File: src/rtl/interlaken_pkg.sv
// Shared Interlaken lane definitions: header codes, sync pattern, frame-lock
// thresholds, state encodings and small word-classification helpers.
package interlaken_pkg;

    localparam logic [1:0] HDR_DATA     = 2'b01;
    localparam logic [1:0] HDR_CTRL     = 2'b10;
    localparam logic [5:0] SYNC_PATTERN = 6'b011110;

    localparam int unsigned FRAME_MATCH_CNT = 4;
    localparam int unsigned FRAME_MISS_CNT  = 3;

    typedef enum logic [1:0] {
        ST_HUNT      = 2'd0,
        ST_SLIP_WAIT = 2'd1,
        ST_LOCKED    = 2'd2
    } block_state_e;

    typedef enum logic [1:0] {
        F_HUNT   = 2'd0,
        F_CHECK  = 2'd1,
        F_LOCKED = 2'd2
    } frame_state_e;

    // 00 and 11 are not legal sync headers
    function automatic logic hdr_is_valid(input logic [1:0] hdr);
        return (hdr == HDR_DATA) || (hdr == HDR_CTRL);
    endfunction

    function automatic logic is_sync_word(input logic [1:0] hdr, input logic [63:0] data);
        return (hdr == HDR_CTRL) && (data[63:58] == SYNC_PATTERN);
    endfunction

endpackage

File: src/rtl/rx_interface_if.sv
// Lane receive bus: gearbox-facing inputs, slip request and the decoder-facing
// forwarded word with lock status. master drives the gearbox side, slave is rx_interface.
interface rx_interface_if;

    logic [63:0] DATA_IN;
    logic [1:0]  HEADER_IN;
    logic        DATA_VALID_IN;
    logic        SLIP;
    logic        BLOCK_LOCK;
    logic        FRAME_LOCK;
    logic [63:0] DATA_OUT;
    logic [1:0]  HEADER_OUT;
    logic        DATA_VALID_OUT;
    logic        SYNC_WORD_OUT;
    logic [15:0] ERR_COUNT;

    modport master (
        output DATA_IN, HEADER_IN, DATA_VALID_IN,
        input  SLIP, BLOCK_LOCK, FRAME_LOCK, DATA_OUT, HEADER_OUT,
        input  DATA_VALID_OUT, SYNC_WORD_OUT, ERR_COUNT
    );

    modport slave (
        input  DATA_IN, HEADER_IN, DATA_VALID_IN,
        output SLIP, BLOCK_LOCK, FRAME_LOCK, DATA_OUT, HEADER_OUT,
        output DATA_VALID_OUT, SYNC_WORD_OUT, ERR_COUNT
    );

endinterface

File: src/rtl/rx_block_lock.sv
// Block lock state machine: hunts for LOCK_CNT consecutive valid headers,
// requests bit slips on bad headers, and drops lock after ERR_MAX bad headers
// in an ERR_WINDOW-word window. Optional lifetime error counter under RX_ERR_CNT_EN.
module rx_block_lock
    import interlaken_pkg::*;
#(
    parameter int unsigned LOCK_CNT   = 64,
    parameter int unsigned ERR_WINDOW = 64,
    parameter int unsigned ERR_MAX    = 16,
    parameter int unsigned SLIP_WAIT  = 32
) (
    input  logic        USER_CLK,
    input  logic        SYSTEM_RESET,
    input  logic        valid_in,
    input  logic        hdr_ok,
    output logic        slip,
    output logic        block_lock,
    output logic        lock_loss,
    output logic [15:0] err_count
);

    // One counter serves both the HUNT run length and the SLIP_WAIT holdoff
    localparam int unsigned CntMax = (LOCK_CNT > SLIP_WAIT) ? LOCK_CNT : SLIP_WAIT;
    localparam int unsigned CntW   = $clog2(CntMax + 1);
    localparam int unsigned WinW   = (ERR_WINDOW > 1) ? $clog2(ERR_WINDOW) : 1;
    localparam int unsigned ErrW   = $clog2(ERR_MAX + 1);

    localparam logic [CntW-1:0] LockCntC  = CntW'(LOCK_CNT);
    localparam logic [CntW-1:0] SlipWaitC = CntW'(SLIP_WAIT);
    localparam logic [WinW-1:0] WinLastC  = WinW'(ERR_WINDOW - 1);
    localparam logic [ErrW-1:0] ErrMaxC   = ErrW'(ERR_MAX);

    block_state_e    state_q, state_d;
    logic [CntW-1:0] cnt_q, cnt_d;
    logic [WinW-1:0] win_q, win_d;
    logic [ErrW-1:0] err_q, err_d;
    logic [ErrW-1:0] err_next;
    logic            slip_q, slip_d;
    logic            lock_q, lock_d;

    // Next-state for the block machine and its run/window/error counters
    always_comb begin
        state_d  = state_q;
        cnt_d    = cnt_q;
        win_d    = win_q;
        err_d    = err_q;
        slip_d   = 1'b0;
        lock_d   = lock_q;
        err_next = err_q + (hdr_ok ? '0 : ErrW'(1));

        if (valid_in) begin
            case (state_q)
                ST_HUNT: begin
                    if (!hdr_ok) begin
                        slip_d  = 1'b1;
                        cnt_d   = '0;
                        state_d = ST_SLIP_WAIT;
                    end else if (cnt_q + 1'b1 == LockCntC) begin
                        cnt_d   = '0;
                        win_d   = '0;
                        err_d   = '0;
                        lock_d  = 1'b1;
                        state_d = ST_LOCKED;
                    end else begin
                        cnt_d = cnt_q + 1'b1;
                    end
                end
                ST_SLIP_WAIT: begin
                    // Gearbox is realigning; headers are meaningless here
                    if (cnt_q + 1'b1 == SlipWaitC) begin
                        cnt_d   = '0;
                        state_d = ST_HUNT;
                    end else begin
                        cnt_d = cnt_q + 1'b1;
                    end
                end
                ST_LOCKED: begin
                    if (err_next == ErrMaxC) begin
                        slip_d  = 1'b1;
                        lock_d  = 1'b0;
                        cnt_d   = '0;
                        state_d = ST_SLIP_WAIT;
                    end else if (win_q == WinLastC) begin
                        // Wrapping word starts the next window's tally
                        win_d = '0;
                        err_d = hdr_ok ? '0 : ErrW'(1);
                    end else begin
                        win_d = win_q + 1'b1;
                        err_d = err_next;
                    end
                end
                default: begin
                    state_d = ST_HUNT;
                    cnt_d   = '0;
                    lock_d  = 1'b0;
                end
            endcase
        end
    end

    // Block machine state and registered SLIP / BLOCK_LOCK outputs
    always_ff @(posedge USER_CLK or posedge SYSTEM_RESET) begin
        if (SYSTEM_RESET) begin
            state_q <= ST_HUNT;
            cnt_q   <= '0;
            win_q   <= '0;
            err_q   <= '0;
            slip_q  <= 1'b0;
            lock_q  <= 1'b0;
        end else begin
            state_q <= state_d;
            cnt_q   <= cnt_d;
            win_q   <= win_d;
            err_q   <= err_d;
            slip_q  <= slip_d;
            lock_q  <= lock_d;
        end
    end

    assign slip       = slip_q;
    assign block_lock = lock_q;
    // Lets the frame tracker drop to F_HUNT on the same edge lock is lost
    assign lock_loss  = lock_q & ~lock_d;

`ifdef RX_ERR_CNT_EN
    logic [15:0] err_total_q;

    // Lifetime saturating count of bad headers outside the slip holdoff
    always_ff @(posedge USER_CLK or posedge SYSTEM_RESET) begin
        if (SYSTEM_RESET) begin
            err_total_q <= 16'h0;
        end else if (valid_in && !hdr_ok && (state_q != ST_SLIP_WAIT) &&
                     (err_total_q != 16'hFFFF)) begin
            err_total_q <= err_total_q + 16'h1;
        end
    end

    assign err_count = err_total_q;
`else
    assign err_count = 16'h0;
`endif

endmodule

File: src/rtl/rx_interface.sv
// Interlaken lane receive front end: block lock (rx_block_lock), meta-frame
// tracking on the sync control word, and registered one-cycle word forwarding.
// Define RX_ERR_CNT_EN to enable the lifetime ERR_COUNT counter.
module rx_interface
    import interlaken_pkg::*;
#(
    parameter int unsigned META_FRAME_LEN = 16,
    parameter int unsigned LOCK_CNT       = 64,
    parameter int unsigned ERR_WINDOW     = 64,
    parameter int unsigned ERR_MAX        = 16,
    parameter int unsigned SLIP_WAIT      = 32
) (
    input logic           USER_CLK,
    input logic           SYSTEM_RESET,
    rx_interface_if.slave rx
);

    localparam int unsigned PosW = $clog2(META_FRAME_LEN);

    logic block_lock;
    logic lock_loss;

    rx_block_lock #(
        .LOCK_CNT   (LOCK_CNT),
        .ERR_WINDOW (ERR_WINDOW),
        .ERR_MAX    (ERR_MAX),
        .SLIP_WAIT  (SLIP_WAIT)
    ) u_block_lock (
        .USER_CLK     (USER_CLK),
        .SYSTEM_RESET (SYSTEM_RESET),
        .valid_in     (rx.DATA_VALID_IN),
        .hdr_ok       (hdr_is_valid(rx.HEADER_IN)),
        .slip         (rx.SLIP),
        .block_lock   (block_lock),
        .lock_loss    (lock_loss),
        .err_count    (rx.ERR_COUNT)
    );

    frame_state_e    fstate_q, fstate_d;
    logic [PosW-1:0] pos_q, pos_d;
    logic [2:0]      match_q, match_d;
    logic [1:0]      miss_q, miss_d;
    logic            frame_lock_q;
    logic [63:0]     data_q;
    logic [1:0]      header_q;
    logic            valid_q;
    logic            sync_out_q, sync_out_d;
    logic            step;
    logic            sync_now;

    assign step     = block_lock & rx.DATA_VALID_IN;
    assign sync_now = is_sync_word(rx.HEADER_IN, rx.DATA_IN);

    // Next-state for meta-frame tracking; only forwarded words advance it
    always_comb begin
        fstate_d   = fstate_q;
        pos_d      = pos_q;
        match_d    = match_q;
        miss_d     = miss_q;
        sync_out_d = 1'b0;

        if (step && (pos_q == '0) && sync_now &&
            ((fstate_q == F_CHECK) || (fstate_q == F_LOCKED))) begin
            sync_out_d = 1'b1;
        end

        if (lock_loss) begin
            // Overrides any sync word arriving on the losing word
            fstate_d = F_HUNT;
            match_d  = '0;
            miss_d   = '0;
        end else if (step) begin
            pos_d = pos_q + 1'b1;
            case (fstate_q)
                F_HUNT: begin
                    if (sync_now) begin
                        pos_d    = PosW'(1);
                        match_d  = 3'd1;
                        fstate_d = F_CHECK;
                    end
                end
                F_CHECK: begin
                    if (pos_q == '0) begin
                        if (!sync_now) begin
                            fstate_d = F_HUNT;
                        end else if (match_q + 3'd1 == 3'(FRAME_MATCH_CNT)) begin
                            match_d  = match_q + 3'd1;
                            miss_d   = '0;
                            fstate_d = F_LOCKED;
                        end else begin
                            match_d = match_q + 3'd1;
                        end
                    end
                end
                F_LOCKED: begin
                    if (pos_q == '0) begin
                        if (sync_now) begin
                            miss_d = '0;
                        end else if (miss_q + 2'd1 == 2'(FRAME_MISS_CNT)) begin
                            miss_d   = '0;
                            fstate_d = F_HUNT;
                        end else begin
                            miss_d = miss_q + 2'd1;
                        end
                    end
                end
                default: fstate_d = F_HUNT;
            endcase
        end
    end

    // Frame state and the registered forwarding outputs
    always_ff @(posedge USER_CLK or posedge SYSTEM_RESET) begin
        if (SYSTEM_RESET) begin
            fstate_q     <= F_HUNT;
            pos_q        <= '0;
            match_q      <= '0;
            miss_q       <= '0;
            frame_lock_q <= 1'b0;
            data_q       <= 64'h0;
            header_q     <= 2'b00;
            valid_q      <= 1'b0;
            sync_out_q   <= 1'b0;
        end else begin
            fstate_q     <= fstate_d;
            pos_q        <= pos_d;
            match_q      <= match_d;
            miss_q       <= miss_d;
            frame_lock_q <= (fstate_d == F_LOCKED);
            data_q       <= step ? rx.DATA_IN : 64'h0;
            header_q     <= step ? rx.HEADER_IN : 2'b00;
            valid_q      <= step;
            sync_out_q   <= sync_out_d;
        end
    end

    assign rx.BLOCK_LOCK     = block_lock;
    assign rx.FRAME_LOCK     = frame_lock_q;
    assign rx.DATA_OUT       = data_q;
    assign rx.HEADER_OUT     = header_q;
    assign rx.DATA_VALID_OUT = valid_q;
    assign rx.SYNC_WORD_OUT  = sync_out_q;

endmodule

File: src/flat_wrapper.sv
// flat-port wrapper written by rule: the top's interface ports become plain ports
module rx_interface_flat import interlaken_pkg::*;
#(
    parameter int unsigned META_FRAME_LEN = 16,
    parameter int unsigned LOCK_CNT       = 64,
    parameter int unsigned ERR_WINDOW     = 64,
    parameter int unsigned ERR_MAX        = 16,
    parameter int unsigned SLIP_WAIT      = 32
)
  (USER_CLK, SYSTEM_RESET, rx_DATA_IN, rx_HEADER_IN, rx_DATA_VALID_IN, rx_SLIP, rx_BLOCK_LOCK, rx_FRAME_LOCK, rx_DATA_OUT, rx_HEADER_OUT, rx_DATA_VALID_OUT, rx_SYNC_WORD_OUT, rx_ERR_COUNT);
  rx_interface_if rx_i ();
  input logic USER_CLK;
  input logic SYSTEM_RESET;
  input wire logic [$bits(rx_i.DATA_IN)-1:0] rx_DATA_IN;
  input wire logic [$bits(rx_i.HEADER_IN)-1:0] rx_HEADER_IN;
  input wire logic [$bits(rx_i.DATA_VALID_IN)-1:0] rx_DATA_VALID_IN;
  output wire logic [$bits(rx_i.SLIP)-1:0] rx_SLIP;
  output wire logic [$bits(rx_i.BLOCK_LOCK)-1:0] rx_BLOCK_LOCK;
  output wire logic [$bits(rx_i.FRAME_LOCK)-1:0] rx_FRAME_LOCK;
  output wire logic [$bits(rx_i.DATA_OUT)-1:0] rx_DATA_OUT;
  output wire logic [$bits(rx_i.HEADER_OUT)-1:0] rx_HEADER_OUT;
  output wire logic [$bits(rx_i.DATA_VALID_OUT)-1:0] rx_DATA_VALID_OUT;
  output wire logic [$bits(rx_i.SYNC_WORD_OUT)-1:0] rx_SYNC_WORD_OUT;
  output wire logic [$bits(rx_i.ERR_COUNT)-1:0] rx_ERR_COUNT;
  assign rx_i.DATA_IN = rx_DATA_IN;
  assign rx_i.HEADER_IN = rx_HEADER_IN;
  assign rx_i.DATA_VALID_IN = rx_DATA_VALID_IN;
  assign rx_SLIP = rx_i.SLIP;
  assign rx_BLOCK_LOCK = rx_i.BLOCK_LOCK;
  assign rx_FRAME_LOCK = rx_i.FRAME_LOCK;
  assign rx_DATA_OUT = rx_i.DATA_OUT;
  assign rx_HEADER_OUT = rx_i.HEADER_OUT;
  assign rx_DATA_VALID_OUT = rx_i.DATA_VALID_OUT;
  assign rx_SYNC_WORD_OUT = rx_i.SYNC_WORD_OUT;
  assign rx_ERR_COUNT = rx_i.ERR_COUNT;
  rx_interface #(.META_FRAME_LEN(META_FRAME_LEN), .LOCK_CNT(LOCK_CNT), .ERR_WINDOW(ERR_WINDOW), .ERR_MAX(ERR_MAX), .SLIP_WAIT(SLIP_WAIT)) u_core (.USER_CLK(USER_CLK), .SYSTEM_RESET(SYSTEM_RESET), .rx(rx_i));
endmodule
File: config.mk
export PLATFORM = sky130hd
export DESIGN_NAME = rx_interface_flat
export DESIGN_NICKNAME = d
export VERILOG_FILES = /design/src/rtl/interlaken_pkg.sv /design/src/rtl/rx_interface_if.sv /design/src/rtl/rx_block_lock.sv /design/src/rtl/rx_interface.sv /design/src/flat_wrapper.sv
export SDC_FILE = /design/constraint.sdc
export NUM_CORES = 1
export LEC_CHECK = 0
export CAP_MARGIN = 25
export CORE_UTILIZATION = 45
export DETAILED_ROUTE_END_ITERATION = 7
export GPL_ROUTABILITY_DRIVEN = 1
export GPL_TIMING_DRIVEN = 0
export PLACE_DENSITY = 0.79
export SYNTH_ARGS = -nofsm -noshare
export SYNTH_HDL_FRONTEND = slang
export SYNTH_SLANG_ARGS = --single-unit
File: constraint.sdc
create_clock -name USER_CLK -period 3.28 [get_ports USER_CLK]
set_input_delay 0.328 -clock USER_CLK [delete_from_list [all_inputs] [get_ports USER_CLK]]
set_output_delay 0.328 -clock USER_CLK [all_outputs]
set_load 0.01 [all_outputs]
==> qor.txt, run 1 <==
Synth cell types: 58
Slew @ Worst Pin: 0.7242 ns
Fin Clk Skew: 0.01172 ns
Setup-failing EPs final: 0
Clock Path Buffers: 2
final WL: 11990 um
crit path time final: 2.946 ns
gr ovfl total: 0
port bufs: 139
GRT Max-Usage Layer: met2
vias in the first global route: 3659
Clock Latency Late Sink: 0.37 ns
Max VDD drop: 266.0 uV
Synth Area per Inst: 10.75 sq um
Num CTS Buffers: 9
Die H: 102.8 um
GRT Overall Usage: 23.22%
M1 GR Usage: 26.38%
PD cells: 485.1 mW/mm^2
GR Layer Usage met2: 40.05%
fin area: 0.006441 sq mm
final core occ: 65.60%
Max Fclk: 339.4 MHz
H-Tree Level Count: 3
post-CTS setup buffers: 0
status: completed
clock root buffer: clkbuf_8
CP Capture Type: flip-flop
Final Max Tran Viols: 0
GP Congestion: 0.8551
CTS Sinks: 102
final antenna diode count: 0
vias: 3748
DRC: 0
Synth Instances: 425
# resized after CTS: 0
HPWL reported at the end of detailed placement: 9075 um
CP Launch Type: input port
sequential share of power: 47.9%
Seq/Total Area, Yosys: 55.88%
max_slew headroom: 51.35%
Hold Buf Count CTS: 0
Pint: 2195 uW
post-route ant nets: 0
sw frac: 29.76%
flops & latches, synth: 102
routed vias/inst: 5.141
fraction of layout cells with a size suffix above 1: 7.886%
Die X: 102.8 um
die footprint: 0.01056 sq mm
layout net count: 674
largest fanout on the critical path: 10
Reg clk slew, reported paths: 0.09 ns
Ys Warns: 0
area of the core: 0.009819 sq mm
Starting Density: 46.52%
largest net degree at the start of global routing: 61
FP Rows: 36
Synth Cell Area: 0.004568 sq mm
IO Pins: 156
# Max-Cap Violations: 0
total iterations of the first detailed-routing run: 4
CTS tree: yes
ys async rst share: 100.0%
WL per Instance: 16.44 um
Final Hold Viols: 0
WS Path Type: input port to flip-flop
placed insts: 713
Clock Power Share: 28.9%
Final Total Pwr: 3125 uW
fin crit share: 89.83%
leakage: 0.003172 uW
Arr. time, crit path: 3.21 ns
Post-synth top flop: dfrtp_1
fin cells: 729
switching pwr: 930.1 uW
Worst EP required: 3.54 ns
drt initial violations: 205
P&R area growth vs syn: 41.00%
number of fill cells: 777
cell area after placement: 0.006212 sq mm
RSZ-0062 raised after global routing: false
met3 usage: 6.847%
first-pass GRT wire length: 18260 um
combinational share of power: 23.1%
initial antenna violation count: 0
min-delay worst type: input port to async pin
Post-synth EDFFs: 0
[kinds of logic (layout without fill, tap and decap cells)]
logic type	Yosys count	count (layout)	synth area share, %
AOI/OAI and AO/OA	72	72	11.09
xor gates and xnor gates	4	4	0.7671
adders and majority gates	14	14	3.835
buffers and inverters	50	206	5.560
DFF	102	102	55.88
muxes	5	5	1.123
other	1	16	0.08209
and+or+nand+nor	177	177	21.67
[registers in the layout, summed over array words and instances, names as in the netlist]
signal / flops
u_core.rx.DATA_OUT: 64
u_core.u_block_lock.cnt_q: 7
u_core.u_block_lock.win_q: 6
u_core.u_block_lock.err_q: 5
u_core.pos_q: 4
u_core.match_q: 3
u_core.fstate_q: 2
u_core.miss_q: 2
u_core.rx.HEADER_OUT: 2
u_core.u_block_lock.state_q: 2
u_core.rx.DATA_VALID_OUT: 1
u_core.rx.FRAME_LOCK: 1
u_core.rx.SYNC_WORD_OUT: 1
u_core.u_block_lock.block_lock: 1
u_core.u_block_lock.slip: 1
[worst paths after layout]
| check | cells after the start | start | end | slack (ns) |
|---|---|---|---|---|
| worst max register to register | 9 | u_core.u_block_lock.err_q[0]$_DFFE_PP0P_ | u_core.u_block_lock.cnt_q[3]$_DFFE_PP0P_ | 0.80 |
| worst min-delay path | 2 | SYSTEM_RESET | u_core.rx.DATA_OUT[31]$_DFF_PP0_ | 0.36 |
| worst min register to register | 2 | u_core.u_block_lock.err_q[0]$_DFFE_PP0P_ | u_core.u_block_lock.err_q[0]$_DFFE_PP0P_ | 0.52 |
| worst max-delay path | 12 | rx_HEADER_IN[0] | u_core.u_block_lock.cnt_q[3]$_DFFE_PP0P_ | 0.33 |
| min in group USER_CLK | 2 | u_core.u_block_lock.err_q[0]$_DFFE_PP0P_ | u_core.u_block_lock.err_q[0]$_DFFE_PP0P_ | 0.52 |
| max in group asynchronous | 3 | SYSTEM_RESET | u_core.rx.DATA_OUT[27]$_DFF_PP0_ | 2.26 |
[layout by cell type, fill, tap and decap left out, drive strengths merged, types with 3 or more instances in the layout]
cell | synthesis | final
nand2b | 9 | 9
nor3 | 7 | 7
nand2 | 34 | 34
a21o | 3 | 3
o31ai | 7 | 7
conb | 1 | 16
ha | 14 | 14
nor4 | 3 | 3
dfrtp | 102 | 102
nor2 | 15 | 15
buf | 19 | 20
inv | 15 | 17
o21ai | 28 | 28
nor2b | 4 | 4
a21oi | 9 | 9
clkdlybuf4s50 | 0 | 139
clkbuf | 16 | 26
xor2 | 3 | 3
mux2i | 4 | 4
nand3 | 15 | 15
and3 | 70 | 70
and2 | 7 | 7
[worst max-delay path, cell delays in order]
cell,delay (ns)
clkdlybuf4s50_1,0.46
inv_1,0.06
ha_1,0.37
ha_1,0.23
ha_1,0.25
o21ai_0,0.23
mux2_2,0.23
a2bb2oi_1,0.25
clkbuf_1,0.36
nor3_1,0.08
a21o_1,0.16
a22o_1,0.19
[power groups by stage]
stage	registers [uW]	clock network [uW]	logic [uW]
after floorplan	1520	0	395
after global placement	1510	0	690
after detailed placement	1520	0	722
after CTS	1500	921	727
after global routing	1520	968	799
final	1500	904	723
[cell type report]
type	count	area (sq um)	share of cell area (%)
buffer	35	197.7	3.069
clock buffer	10	137.6	2.137
clock inverter	6	91.34	1.418
inverter	15	58.81	0.9130
multi-input combinational	288	1818	28.22
sequential	102	2552	39.63
tap	133	166.4	2.584
timing repair buffer	140	1419	22.03
[routing by layer]
metal,up-vias,share of wire (%)
li1,1805,-
met1,1779,39
met2,144,50
met3,20,8.5
met4,0,2.7
met5,-,0
[Yosys cell counts (3+ instances only)]
library cell | n | area share [%]
a21o_1 | 3 | 0.49
a21oi_1 | 8 | 0.88
and2_1 | 6 | 0.82
and3_1 | 70 | 9.6
buf_4 | 17 | 2.8
clkbuf_1 | 16 | 1.3
dfrtp_1 | 102 | 56
ha_1 | 14 | 3.8
inv_1 | 15 | 1.2
mux2i_1 | 4 | 0.88
nand2_1 | 34 | 2.8
nand2b_1 | 8 | 1.1
nand3_1 | 15 | 1.6
nor2_1 | 15 | 1.2
nor2b_1 | 4 | 0.55
nor3_1 | 7 | 0.77
nor4_1 | 3 | 0.41
o21ai_0 | 13 | 1.4
o21ai_1 | 15 | 1.6
o31ai_1 | 4 | 0.66
o31ai_2 | 3 | 0.82
xor2_1 | 3 | 0.58
[metrics by stage]
step                hold WS, ns  setup TNS [ns]  setup WS (ns)
floorplan                0.4624               0         0.2765
global placement         0.4759         -110.64         -1.089
detailed placement       0.4911        -0.09218       -0.09218
CTS                      0.3683               0         0.3009
global route             0.4272               0         0.1484
finish                   0.3566               0         0.3337
Note: power is estimated with default switching activity, not from simulation.
==> run 2, diff against run 1 <==
--- a/config.mk
+++ b/config.mk
@@ -5,12 +5,12 @@
 export SDC_FILE = /design/constraint.sdc
 export NUM_CORES = 1
 export LEC_CHECK = 0
+export ABC_AREA = 1
 export CAP_MARGIN = 25
-export CORE_UTILIZATION = 45
+export CORE_UTILIZATION = 41
 export DETAILED_ROUTE_END_ITERATION = 7
 export GPL_ROUTABILITY_DRIVEN = 1
-export GPL_TIMING_DRIVEN = 0
-export PLACE_DENSITY = 0.79
+export PLACE_DENSITY = 0.76
 export SYNTH_ARGS = -nofsm -noshare
 export SYNTH_HDL_FRONTEND = slang
 export SYNTH_SLANG_ARGS = --single-unit
==> constraint.sdc (replaced) <==
create_clock -name USER_CLK -period 2.5 [get_ports USER_CLK]
set_input_delay 0.25 -clock USER_CLK [delete_from_list [all_inputs] [get_ports USER_CLK]]
set_output_delay 0.25 -clock USER_CLK [all_outputs]
set_load 0.01 [all_outputs]
==> qor.txt, run 2 <==
Final Hold Viols: 0 (unchanged)
Reg clk slew, reported paths: 0.09 ns (about the same)
max_slew headroom: 63.08% (+12 points)
die footprint: 0.01154 sq mm (+9.3%)
most common cell after layout, fill and taps aside: clkdlybuf4s50_1
Synth Cell Area: 0.004558 sq mm (-0.22%)
min-delay worst type: input port to flip-flop
vias in the first global route: 3758 (+2.7%)
CTS Sinks: 102 (unchanged)
Multi-input gate area: 0.001534 sq mm (-16%)
routed vias/inst: 4.511 (-12%)
Starting Density: 42.05% (-4.5 points)
port bufs: 139 (unchanged)
vias: 3708 (-1.1%)
Worst EP required: 2.80 ns (-0.74 ns)
ys async rst share: 100.0% (unchanged)
layout net count: 760 (+13%)
Final Max Tran Viols: 0 (unchanged)
max FFs per register: 64 (unchanged)
placement-stage worst setup slack: -0.5316 ns (-0.4394 ns)
post-route ant nets: 0 (unchanged)
largest net degree at the start of global routing: 103 (+69%)
Clock Power Share: 22.4% (-6.5 points)
largest fanout on the critical path: 6 (-4)
most frequent cell after synthesis: inv_1
Clock Latency Late Sink: 0.36 ns (about the same)
combinational share of power: 32.2% (+9.1 points)
flop2flop setup slack: 0.24 ns (-0.56 ns)
Slew @ Worst Pin: 0.5538 ns (-0.1704 ns)
status: completed
FP Rows: 38 (+5.6%)
Synth area leader: dfrtp_1
Seq/Total Area, Yosys: 56.00% (+0.12 points)
Synth Instances: 513 (+21%)
Setup-failing EPs final: 0 (unchanged)
clock root buffer: clkbuf_8
Synth cell types: 39 (-33%)
switching pwr: 1529 uW (+64%)
first-pass GRT wire length: 16610 um (-9.1%)
setup tns final: 0 ns (unchanged)
crit path time final: 2.455 ns
Pint: 3013 uW (+37%)
Arr. time, crit path: 2.75 ns (-0.46 ns)
Synth top cells by count: inv_1 (106), dfrtp_1 (102), nor2_1 (85), nand2_1 (79), o21ai_0 (25)
fraction of layout cells with a size suffix above 1: 9.971% (+2.1 points)
HPWL reported at the end of detailed placement: 7476 um (-18%)
Synth Area per Inst: 8.885 sq um (-17%)
most frequent cells in the layout: clkdlybuf4s50_1 (138), inv_1 (104), dfrtp_1 (102)
Ys Warns: 0 (unchanged)
sequential share of power: 45.4% (-2.5 points)
final worst setup slack: 0.04516 ns (-0.2885 ns)
H-Tree Level Count: 3 (unchanged)
area of the core: 0.01084 sq mm (+10%)
Yosys top cell area share: 56.00% (+0.12 points)
Max Fclk: 407.4 MHz
sw frac: 33.66% (+3.9 points)
Fin Clk Skew: 0.01065 ns (-0.001071 ns)
P&R area growth vs syn: 41.78%
largest cells by area after synthesis: dfrtp_1 (56%), inv_1 (8.7%), nor2_1 (7.0%), nand2_1 (6.5%), ha_1 (3.8%)
PD cells: 702.9 mW/mm^2 (+45%)
IO Pins: 156 (unchanged)
# Max-Cap Violations: 0 (unchanged)
final WL: 10160 um (-15%)
CTS tree: yes
fin crit share: 98.19%
Final Total Pwr: 4542 uW (+45%)
total iterations of the first detailed-routing run: 6 (+2)
WS Path Type: input port to flip-flop
CP Capture Type: flip-flop
DRC: 0 (unchanged)
GRT Overall Usage: 18.67% (-4.6 points)
Die X: 107.4 um (+4.6%)
Post-synth EDFFs: 0 (unchanged)
Hold Buf Count CTS: 0 (unchanged)
Num CTS Buffers: 9 (unchanged)
leakage: 0.003316 uW (+4.6%)
Post-synth top flop: dfrtp_1
Clock Path Buffers: 2 (unchanged)
flops & latches, synth: 102 (unchanged)
initial antenna violation count: 0 (unchanged)
number of fill cells: 937 (+21%)
CP Launch Type: input port
GP Congestion: 0.8088 (-5.4%)
WL per Instance: 12.36 um (-25%)
Hold WS: 0.2870 ns (-0.06961 ns)
Max VDD drop: 377.7 uV (+42%)
final antenna diode count: 0 (unchanged)
drt initial violations: 145 (-29%)
Die H: 107.4 um (+4.6%)
register area: 0.002552 sq mm (unchanged)
gr ovfl total: 0 (unchanged)
run 2: cell types whose count changed in the layout (fill, tap and decap cells not counted), moves of 8 or more:
| cell | previous run | this run |
|---|---|---|
| nand2b_1 | 8 | 0 |
| clkbuf_1 | 16 | 2 |
| o21ai_1 | 15 | 3 |
| inv_1 | 14 | 104 |
| nor2_1 | 15 | 85 |
| o21ai_0 | 13 | 25 |
| and3_1 | 70 | 0 |
| nand2_1 | 34 | 78 |
run 2: routing by layer:
layer | up-vias | wire, um | track usage, %
li1 | 1831 | - | -
met1 | 1745 | 4139 | 21.42
met2 | 119 | 5080 | 31.52
met3 | 13 | 766 | 5.811
met4 | 0 | 173 | 9.198
met5 | - | 0 | 0
run 2: critical path: stages:
cell             delay [ns]
clkdlybuf4s50_1        0.47
inv_2                  0.05
ha_4                   0.27
ha_4                   0.14
ha_4                   0.20
or2_1                  0.20
nor2_1                 0.09
nand3_1                0.12
a21oi_2                0.22
nand4_4                0.16
buf_6                  0.17
a21oi_4                0.21
nand3_2                0.11
nand2_1                0.08
run 2: per-stage QoR:
step	std cells	area (sq um)	util (%)
6_report	822	6462	59.61
3_3_place_gp	803	6185	57.05
5_1_grt	822	6462	59.61
4_1_cts	821	6427	59.29
2_1_floorplan	528	4618	-
3_5_place_dp	803	6185	57.05
run 2: power by group through the flow:
stage	Clock [uW]	Combinational (uW)	Sequential, uW
after floorplan	0	823	2090
after global placement	0	1350	2070
after detailed placement	0	1400	2080
after CTS	1050	1430	2050
after global routing	1110	1640	2100
final	1020	1460	2060
run 2: cell type report:
class	instances	area share (%)
Sequential cell	102	39.50
Timing Repair Buffer	163	24.55
Multi-Input combinational cell	291	23.74
Inverter	110	6.544
Tap cell	140	2.711
Clock buffer	11	2.033
Clock inverter	5	0.9293
run 2: what timing repair did:
| item | in CTS | in global routing |
|---|---|---|
| hold endpoints to repair | 0 | 0 |
| endpoints found under the setup margin | 10 | 21 |
| gates resized for setup | 7 | 4 |
| pin swaps | 5 | 8 |
| buffers inserted | 2 | 1 |
run 2: worst paths after layout:
path | startpoint | endpoint | cells after the start
max | rx_HEADER_IN[0] | u_core.match_q[2]$_DFFE_PP0P_ | 14
min | rx_HEADER_IN[1] | u_core.rx.HEADER_OUT[1]$_DFF_PP0_ | 3
max reg2reg | u_core.u_block_lock.err_q[0]$_DFFE_PP0P_ | u_core.match_q[2]$_DFFE_PP0P_ | 11
min reg2reg | u_core.u_block_lock.win_q[0]$_DFFE_PP0P_ | u_core.u_block_lock.win_q[0]$_DFFE_PP0P_ | 1
max in group asynchronous | SYSTEM_RESET | u_core.pos_q[1]$_DFFE_PP0P_ | 3
min in group asynchronous | SYSTEM_RESET | u_core.rx.DATA_OUT[31]$_DFF_PP0_ | 3
run 2: kinds of logic (layout without fill, tap and decap cells):
kind of cell,Yosys count,count (layout),synth area share (%)
simple gates,213,213,20.34
buf+inv,135,289,12.98
flops,102,102,56.00
compound gates,41,41,5.380
fa+ha+maj,14,14,3.843
xor+xnor,6,6,1.153
other cells,1,16,0.08227
mux,1,1,0.2196
